==> src/rtl/knapsack_search_if.sv <==
// Item-table configuration, search start and result signals of knapsack_search.
// i_ signals flow into the search block, o_ signals flow out of it.
interface knapsack_search_if #(
    parameter int N_ITEMS = 5,
    parameter int VW      = 16
);
    localparam int IW = (N_ITEMS > 1) ? $clog2(N_ITEMS) : 1;

    logic               i_cfg_we;
    logic [IW-1:0]      i_cfg_idx;
    logic [VW-1:0]      i_cfg_value;
    logic [VW-1:0]      i_cfg_weight;
    logic [VW-1:0]      i_min_value;
    logic [VW-1:0]      i_max_weight;
    logic               i_start;
    logic               o_busy;
    logic               o_done;
    logic               o_found;
    logic [N_ITEMS-1:0] o_best_sel;
    logic [VW+2:0]      o_best_value;
    logic [VW+2:0]      o_best_weight;
    logic [N_ITEMS-1:0] o_cand_sel;

    modport master (
        output i_cfg_we, i_cfg_idx, i_cfg_value, i_cfg_weight,
               i_min_value, i_max_weight, i_start,
        input  o_busy, o_done, o_found, o_best_sel, o_best_value,
               o_best_weight, o_cand_sel
    );

    modport slave (
        input  i_cfg_we, i_cfg_idx, i_cfg_value, i_cfg_weight,
               i_min_value, i_max_weight, i_start,
        output o_busy, o_done, o_found, o_best_sel, o_best_value,
               o_best_weight, o_cand_sel
    );
endinterface

==> src/rtl/knapsack_search.sv <==
// Exhaustive 0-1 knapsack search: walks every selection, summing one item per cycle,
// and keeps the highest-value selection meeting the value/weight thresholds.
module knapsack_search #(
    parameter int N_ITEMS = 5,
    parameter int VW      = 16
) (
    input logic              clk,
    input logic              rst,
    knapsack_search_if.slave bus
);
    localparam int IW = (N_ITEMS > 1) ? $clog2(N_ITEMS) : 1;
    localparam int AW = VW + 3;

    typedef enum logic [1:0] {S_IDLE, S_EVAL, S_DONE} state_t;

    state_t             r_state, w_next;
    logic [VW-1:0]      r_value  [N_ITEMS];
    logic [VW-1:0]      r_weight [N_ITEMS];
    logic [VW-1:0]      r_min, r_max;
    logic [IW-1:0]      r_k;
    logic [N_ITEMS-1:0] r_cand;
    logic [AW-1:0]      r_acc_v, r_acc_w;
    logic               r_found;
    logic [N_ITEMS-1:0] r_best_sel;
    logic [AW-1:0]      r_best_v, r_best_w;

    logic               w_start, w_last_item, w_last_cand, w_qualify, w_better;
    logic [AW-1:0]      w_sum_v, w_sum_w;

    assign w_start     = bus.i_start && (r_state != S_EVAL);
    assign w_last_item = (r_k == IW'(N_ITEMS - 1));
    assign w_last_cand = &r_cand;
    assign w_sum_v     = r_acc_v + (r_cand[r_k] ? AW'(r_value[r_k])  : '0);
    assign w_sum_w     = r_acc_w + (r_cand[r_k] ? AW'(r_weight[r_k]) : '0);
    assign w_qualify   = (w_sum_v >= AW'(r_min)) && (w_sum_w <= AW'(r_max));
    // Strict compare: on a tie the earlier (lower) selection stays best.
    assign w_better    = w_qualify && (!r_found || (w_sum_v > r_best_v));

    always_ff @(posedge clk) begin
        if (rst) r_state <= S_IDLE;
        else     r_state <= w_next;
    end

    // NOTE: always_comb assigns every output a default first so no latch is inferred.
    always_comb begin
        w_next = r_state;
        case (r_state)
            S_IDLE:  if (w_start) w_next = S_EVAL;
            S_EVAL:  if (w_last_item && w_last_cand) w_next = S_DONE;
            S_DONE:  w_next = w_start ? S_EVAL : S_IDLE;
            default: w_next = S_IDLE;
        endcase
    end

    // NOTE: clocked state uses non-blocking assignments so every register samples pre-edge values.
    always_ff @(posedge clk) begin
        if (rst) begin
            // NOTE: the item table is a small register file, so it can and must be cleared on reset.
            for (int i = 0; i < N_ITEMS; i++) begin
                r_value[i]  <= '0;
                r_weight[i] <= '0;
            end
            r_min      <= '0;
            r_max      <= '0;
            r_k        <= '0;
            r_cand     <= '0;
            r_acc_v    <= '0;
            r_acc_w    <= '0;
            r_found    <= 1'b0;
            r_best_sel <= '0;
            r_best_v   <= '0;
            r_best_w   <= '0;
        end else begin
            if (bus.i_cfg_we && (r_state != S_EVAL) && (int'(bus.i_cfg_idx) < N_ITEMS)) begin
                r_value[bus.i_cfg_idx]  <= bus.i_cfg_value;
                r_weight[bus.i_cfg_idx] <= bus.i_cfg_weight;
            end
            if (w_start) begin
                r_min      <= bus.i_min_value;
                r_max      <= bus.i_max_weight;
                r_k        <= '0;
                r_cand     <= '0;
                r_acc_v    <= '0;
                r_acc_w    <= '0;
                r_found    <= 1'b0;
                r_best_sel <= '0;
                r_best_v   <= '0;
                r_best_w   <= '0;
            end else if (r_state == S_EVAL) begin
                if (w_last_item) begin
                    if (w_better) begin
                        r_found    <= 1'b1;
                        r_best_sel <= r_cand;
                        r_best_v   <= w_sum_v;
                        r_best_w   <= w_sum_w;
                    end
                    r_acc_v <= '0;
                    r_acc_w <= '0;
                    r_k     <= '0;
                    // Wraps to zero after the last candidate, leaving cand_sel at 0 outside EVAL.
                    r_cand  <= r_cand + N_ITEMS'(1);
                end else begin
                    r_acc_v <= w_sum_v;
                    r_acc_w <= w_sum_w;
                    r_k     <= r_k + IW'(1);
                end
            end
        end
    end

    assign bus.o_busy        = (r_state == S_EVAL);
    assign bus.o_done        = (r_state == S_DONE);
    assign bus.o_found       = r_found;
    assign bus.o_best_sel    = r_best_sel;
    assign bus.o_best_value  = r_best_v;
    assign bus.o_best_weight = r_best_w;
    assign bus.o_cand_sel    = r_cand;
endmodule
==> src/flat_wrapper.sv <==
// flat-port wrapper written by rule: the top's interface ports become plain ports
module knapsack_search_flat 
#(
    parameter int N_ITEMS = 5,
    parameter int VW      = 16
)
  (clk, rst, bus_i_cfg_we, bus_i_cfg_idx, bus_i_cfg_value, bus_i_cfg_weight, bus_i_min_value, bus_i_max_weight, bus_i_start, bus_o_busy, bus_o_done, bus_o_found, bus_o_best_sel, bus_o_best_value, bus_o_best_weight, bus_o_cand_sel);
  knapsack_search_if #(.N_ITEMS(N_ITEMS), .VW(VW)) bus_i ();
  input logic clk;
  input logic rst;
  input wire logic [$bits(bus_i.i_cfg_we)-1:0] bus_i_cfg_we;
  input wire logic [$bits(bus_i.i_cfg_idx)-1:0] bus_i_cfg_idx;
  input wire logic [$bits(bus_i.i_cfg_value)-1:0] bus_i_cfg_value;
  input wire logic [$bits(bus_i.i_cfg_weight)-1:0] bus_i_cfg_weight;
  input wire logic [$bits(bus_i.i_min_value)-1:0] bus_i_min_value;
  input wire logic [$bits(bus_i.i_max_weight)-1:0] bus_i_max_weight;
  input wire logic [$bits(bus_i.i_start)-1:0] bus_i_start;
  output wire logic [$bits(bus_i.o_busy)-1:0] bus_o_busy;
  output wire logic [$bits(bus_i.o_done)-1:0] bus_o_done;
  output wire logic [$bits(bus_i.o_found)-1:0] bus_o_found;
  output wire logic [$bits(bus_i.o_best_sel)-1:0] bus_o_best_sel;
  output wire logic [$bits(bus_i.o_best_value)-1:0] bus_o_best_value;
  output wire logic [$bits(bus_i.o_best_weight)-1:0] bus_o_best_weight;
  output wire logic [$bits(bus_i.o_cand_sel)-1:0] bus_o_cand_sel;
  assign bus_i.i_cfg_we = bus_i_cfg_we;
  assign bus_i.i_cfg_idx = bus_i_cfg_idx;
  assign bus_i.i_cfg_value = bus_i_cfg_value;
  assign bus_i.i_cfg_weight = bus_i_cfg_weight;
  assign bus_i.i_min_value = bus_i_min_value;
  assign bus_i.i_max_weight = bus_i_max_weight;
  assign bus_i.i_start = bus_i_start;
  assign bus_o_busy = bus_i.o_busy;
  assign bus_o_done = bus_i.o_done;
  assign bus_o_found = bus_i.o_found;
  assign bus_o_best_sel = bus_i.o_best_sel;
  assign bus_o_best_value = bus_i.o_best_value;
  assign bus_o_best_weight = bus_i.o_best_weight;
  assign bus_o_cand_sel = bus_i.o_cand_sel;
  knapsack_search #(.N_ITEMS(N_ITEMS), .VW(VW)) u_core (.clk(clk), .rst(rst), .bus(bus_i));
endmodule
==> config.mk <==
export PLATFORM = sky130hd
export DESIGN_NAME = knapsack_search_flat
export DESIGN_NICKNAME = d
export VERILOG_FILES = /design/src/rtl/knapsack_search_if.sv /design/src/rtl/knapsack_search.sv /design/src/flat_wrapper.sv
export SDC_FILE = /design/constraint.sdc
export NUM_CORES = 1
export LEC_CHECK = 0
export ABC_AREA = 1
export BUFFER_PORTS_ARGS = -buffer_cell sky130_fd_sc_hd__clkbuf_2
export CAP_MARGIN = 20
export CORE_MARGIN = 5
export CORE_UTILIZATION = 57
export CTS_BUF_LIST = sky130_fd_sc_hd__clkbuf_4 sky130_fd_sc_hd__clkbuf_8
export DETAILED_ROUTE_END_ITERATION = 16
export GPL_ROUTABILITY_DRIVEN = 0
export GPL_TIMING_DRIVEN = 0
export PLACE_DENSITY_LB_ADDON = 0.2
export SYNTH_ARGS = -nofsm -noshare
export SYNTH_HDL_FRONTEND = slang
export SYNTH_SLANG_ARGS = --single-unit
==> constraint.sdc <==
create_clock -name clk -period 4.5 [get_ports clk]
set_clock_uncertainty 0.1 [all_clocks]
set_input_delay 0.9 -clock clk [delete_from_list [all_inputs] [get_ports clk]]
set_output_delay 0.9 -clock clk [all_outputs]
set_load 0.02 [all_outputs]
==> impl_metrics.tcl <==
set metrics [dict create \
    path_max_fanout 10 \
    yosysMostFrequentCell "nor2_1" \
    synth.ff_latch_count 383 \
    dr.pass1.iters 5 \
    swShare 0.2523 \
    async_reset_ff_frac 0 \
    power_uw 7749 \
    crit_buf_inv 9 \
    dieArea_sq_um 36500 \
    final_util 0.6985 \
    n_fill_cell 2534 \
    netlist_area_sq_um 18690 \
    drive_above_1_share 0.1875 \
    fin_nets 2622 \
    cts_hold_buffers 0 \
    routed_via_density 5.397 \
    fmax_mhz 198.9 \
    n_antenna_cell 0 \
    syn-mean-instance-area_sq_um 8.707 \
    path_clk_slew_ns 0.06 \
    yosysTopAreaCellShare 0.4114 \
    synth_seq_area_share 0.5475 \
    p_int_uw 5794 \
    syn_to_final_growth_pct 21.31 \
    grt_max_degree 33 \
    grt_pass1_vias 15700 \
    antenna_found_initial 0 \
    ir_worst_vdd_mv 0.3168 \
    gr-total-overflow 0 \
    comb_power_share 0.103 \
    crit_slowest_cell "dfxtp_4" \
    pin_count 122 \
    synthTopCellsByArea "edfxtp_1 (41%), dfxtp_1 (14%), nor2_1 (9.8%)" \
    cts_sinks 383 \
    crit_required_ns 4.95 \
    synth_edf_count 256 \
    worstPathArrival_ns 5.48 \
    routed_wl_mm 50.98 \
    drtIter0Drc 1407 \
    dr_total_vias 15940 \
    critPathKind "flop to flop" \
    path_delay_family "simple AND/OR/NAND/NOR gates" \
    hold_class "flop to flop" \
    synth_cells 2146 \
    ys_dominant_reg_cell "edfxtp_1" \
    start_util 0.5758 \
    worst_pin_slew_ns 0.9836 \
    finalInstanceArea_sq_um 22670 \
    numCtsBuffers 61 \
    cts_tree "built" \
    yosysUniqueCellTypes 45 \
    rsz0062_at_grt "yes" \
    io_buffers 121 \
    clockPowerShare 0.385 \
    num_rows 66 \
    ys_warn_count 0 \
    fp.coreArea_sq_um 32450 \
    cts-root-buf "clkbuf_8" \
    dp_hpwl_mm 34.68 \
    synth_common_cells "nor2_1 (487), nand2_1 (446), edfxtp_1 (256)" \
    cts_buffer_depth 3 \
    status "finished, violations left" \
    drt-wirelength-per-cell_microns 17.26 \
    dieHeight_microns 191.1 \
    die_w_microns 191.1 \
    hold_viol_final 0 \
    slew_violations 0 \
    start_kind "flop" \
    cp_common_cell "nand2_1" \
    clk_latency_ns 0.66 \
    slew_headroom 0.3419 \
    setup.worst_path.end_class "flop" \
    htreeDepth 2 \
    grt_usage 0.2716 \
    cpPeakStageDelay_ns 0.37 \
    maxCapViolCount 0 \
    power_density_nw_per_um2 341.9 \
    setup_slack_ns -0.5276 \
    place_area_sq_um 20320 \
    min_period_over_period 1.117 \
    grt_pass1_wl_mm 78.67 \
    ant_nets 0 \
    seqPwrFrac 0.512 \
    post-route-drc-count 0 \
    setup_viol 44 \
    power.leakage_uw 0.01039 \
    yosysTopAreaCell "edfxtp_1" \
    p_switching_uw 1955 \
    post-route-min-period_ns 5.028 \
    violations "negative setup slack" \
]
metal layers:
metal	track usage	vias to the layer above	wire [microns]
met5	0	-	0
met1	0.3430	7454	20120
met3	0.05241	145	4483
met2	0.4670	729	24690
met4	0.1000	0	1687
li1	-	7614	-
power groups by stage:
stage               clock (uW)  sequential (uW)  combinational, uW
floorplan                    0             4030                456
global placement             0             4040                668
detailed placement           0             4040                686
CTS                       3010             3970                740
global route              3190             3980                874
finish                    2980             3970                795
worst paths after layout:
kind / slack, ns / cells after the start / endpoint / startpoint
setup / recovery: -0.53 / 34 / u_core.bus.o_best_value[10]$_SDFFE_PP0P_ / flop
setup reg to reg: -0.53 / 34 / u_core.bus.o_best_value[10]$_SDFFE_PP0P_ / flop
hold / removal: 0.36 / 2 / u_core.r_min[4]$_SDFFE_PP0P_ / u_core.r_min[4]$_SDFFE_PP0P_
hold reg to reg: 0.36 / 2 / u_core.r_min[4]$_SDFFE_PP0P_ / u_core.r_min[4]$_SDFFE_PP0P_
final cells by class:
type                            instances  area (sq um)  area share
Sequential cell                       383         10240      0.4516
Buffer                                 99         693.2     0.03058
Tap cell                              442         553.0     0.02440
Multi-Input combinational cell       1543          8144      0.3593
Timing Repair Buffer                  163          1012     0.04465
Clock inverter                         22         130.1    0.005740
Inverter                              213         812.0     0.03582
Clock buffer                           89          1087     0.04797
cells in the final DEF, fill, tap and decap left out, types with 12 or more instances in the layout:
master	Yosys	routed
a21oi_1	123	111
a21oi_2	2	12
buf_4	0	39
clkbuf_1	84	40
clkbuf_2	0	141
clkbuf_4	0	30
clkbuf_8	0	73
clkinv_1	2	14
conb_1	1	96
dfxtp_1	127	124
edfxtp_1	256	256
ha_1	85	75
inv_1	204	198
inv_2	7	12
nand2_1	446	413
nand2_2	6	38
nand3_1	35	31
nor2_1	487	465
nor2_2	11	27
o21ai_0	114	112
o32ai_1	64	58
repair_timing:
action | CTS | global route
setup buffers | 24 | 14
gates cloned | 3 | 1
gates resized for setup | 119 | 92
endpoints found under the setup margin | 44 | 44
pin swaps | 36 | 40
flip-flops by register name, summed over array words and instances, names as in the netlist, named ones only:
register                  count
u_core.bus.o_found            1
u_core.r_value              128
u_core.r_k                    3
u_core.bus.o_best_value      19
u_core.r_min                 16
u_core.bus.o_cand_sel         5
u_core.bus.o_best_sel         5
u_core.r_max                 16
u_core.bus.o_best_weight     19
u_core.r_weight             128
u_core.r_acc_v               19
u_core.r_acc_w               19
u_core.r_state                2
cells by family (layout without fill, tap and decap cells):
group / after synthesis / after routing / share of synthesized area
adders and majority gates: 87 / 87 / 0.05906
xor gates and xnor gates: 27 / 27 / 0.01266
other: 1 / 96 / 0.0002007
buffers and inverters: 315 / 586 / 0.06663
DFF: 383 / 383 / 0.5475
AOI/OAI and AO/OA: 326 / 326 / 0.1030
and+or+nand+nor: 1007 / 1007 / 0.2110
tightest hold or removal path, stage by stage, from the launching register on:
cell and delay, ns:
dfxtp_1 0.30, inv_1 0.06, a21oi_1 0.06
per-stage QoR:
stage	cells	setup WS, ns	hold slack, ns	TNS (ns)
floorplan	2241	0.01226	0.3331	0
global placement	2804	-1.457	0.3503	-60.50
detailed placement	2804	-1.516	0.3552	-62.93
CTS	2939	-0.4251	0.3348	-17.15
global route	2954	-0.6877	0.3432	-29.02
finish	2954	-0.5276	0.3611	-21.29
Power figures use the tool's default switching activity.
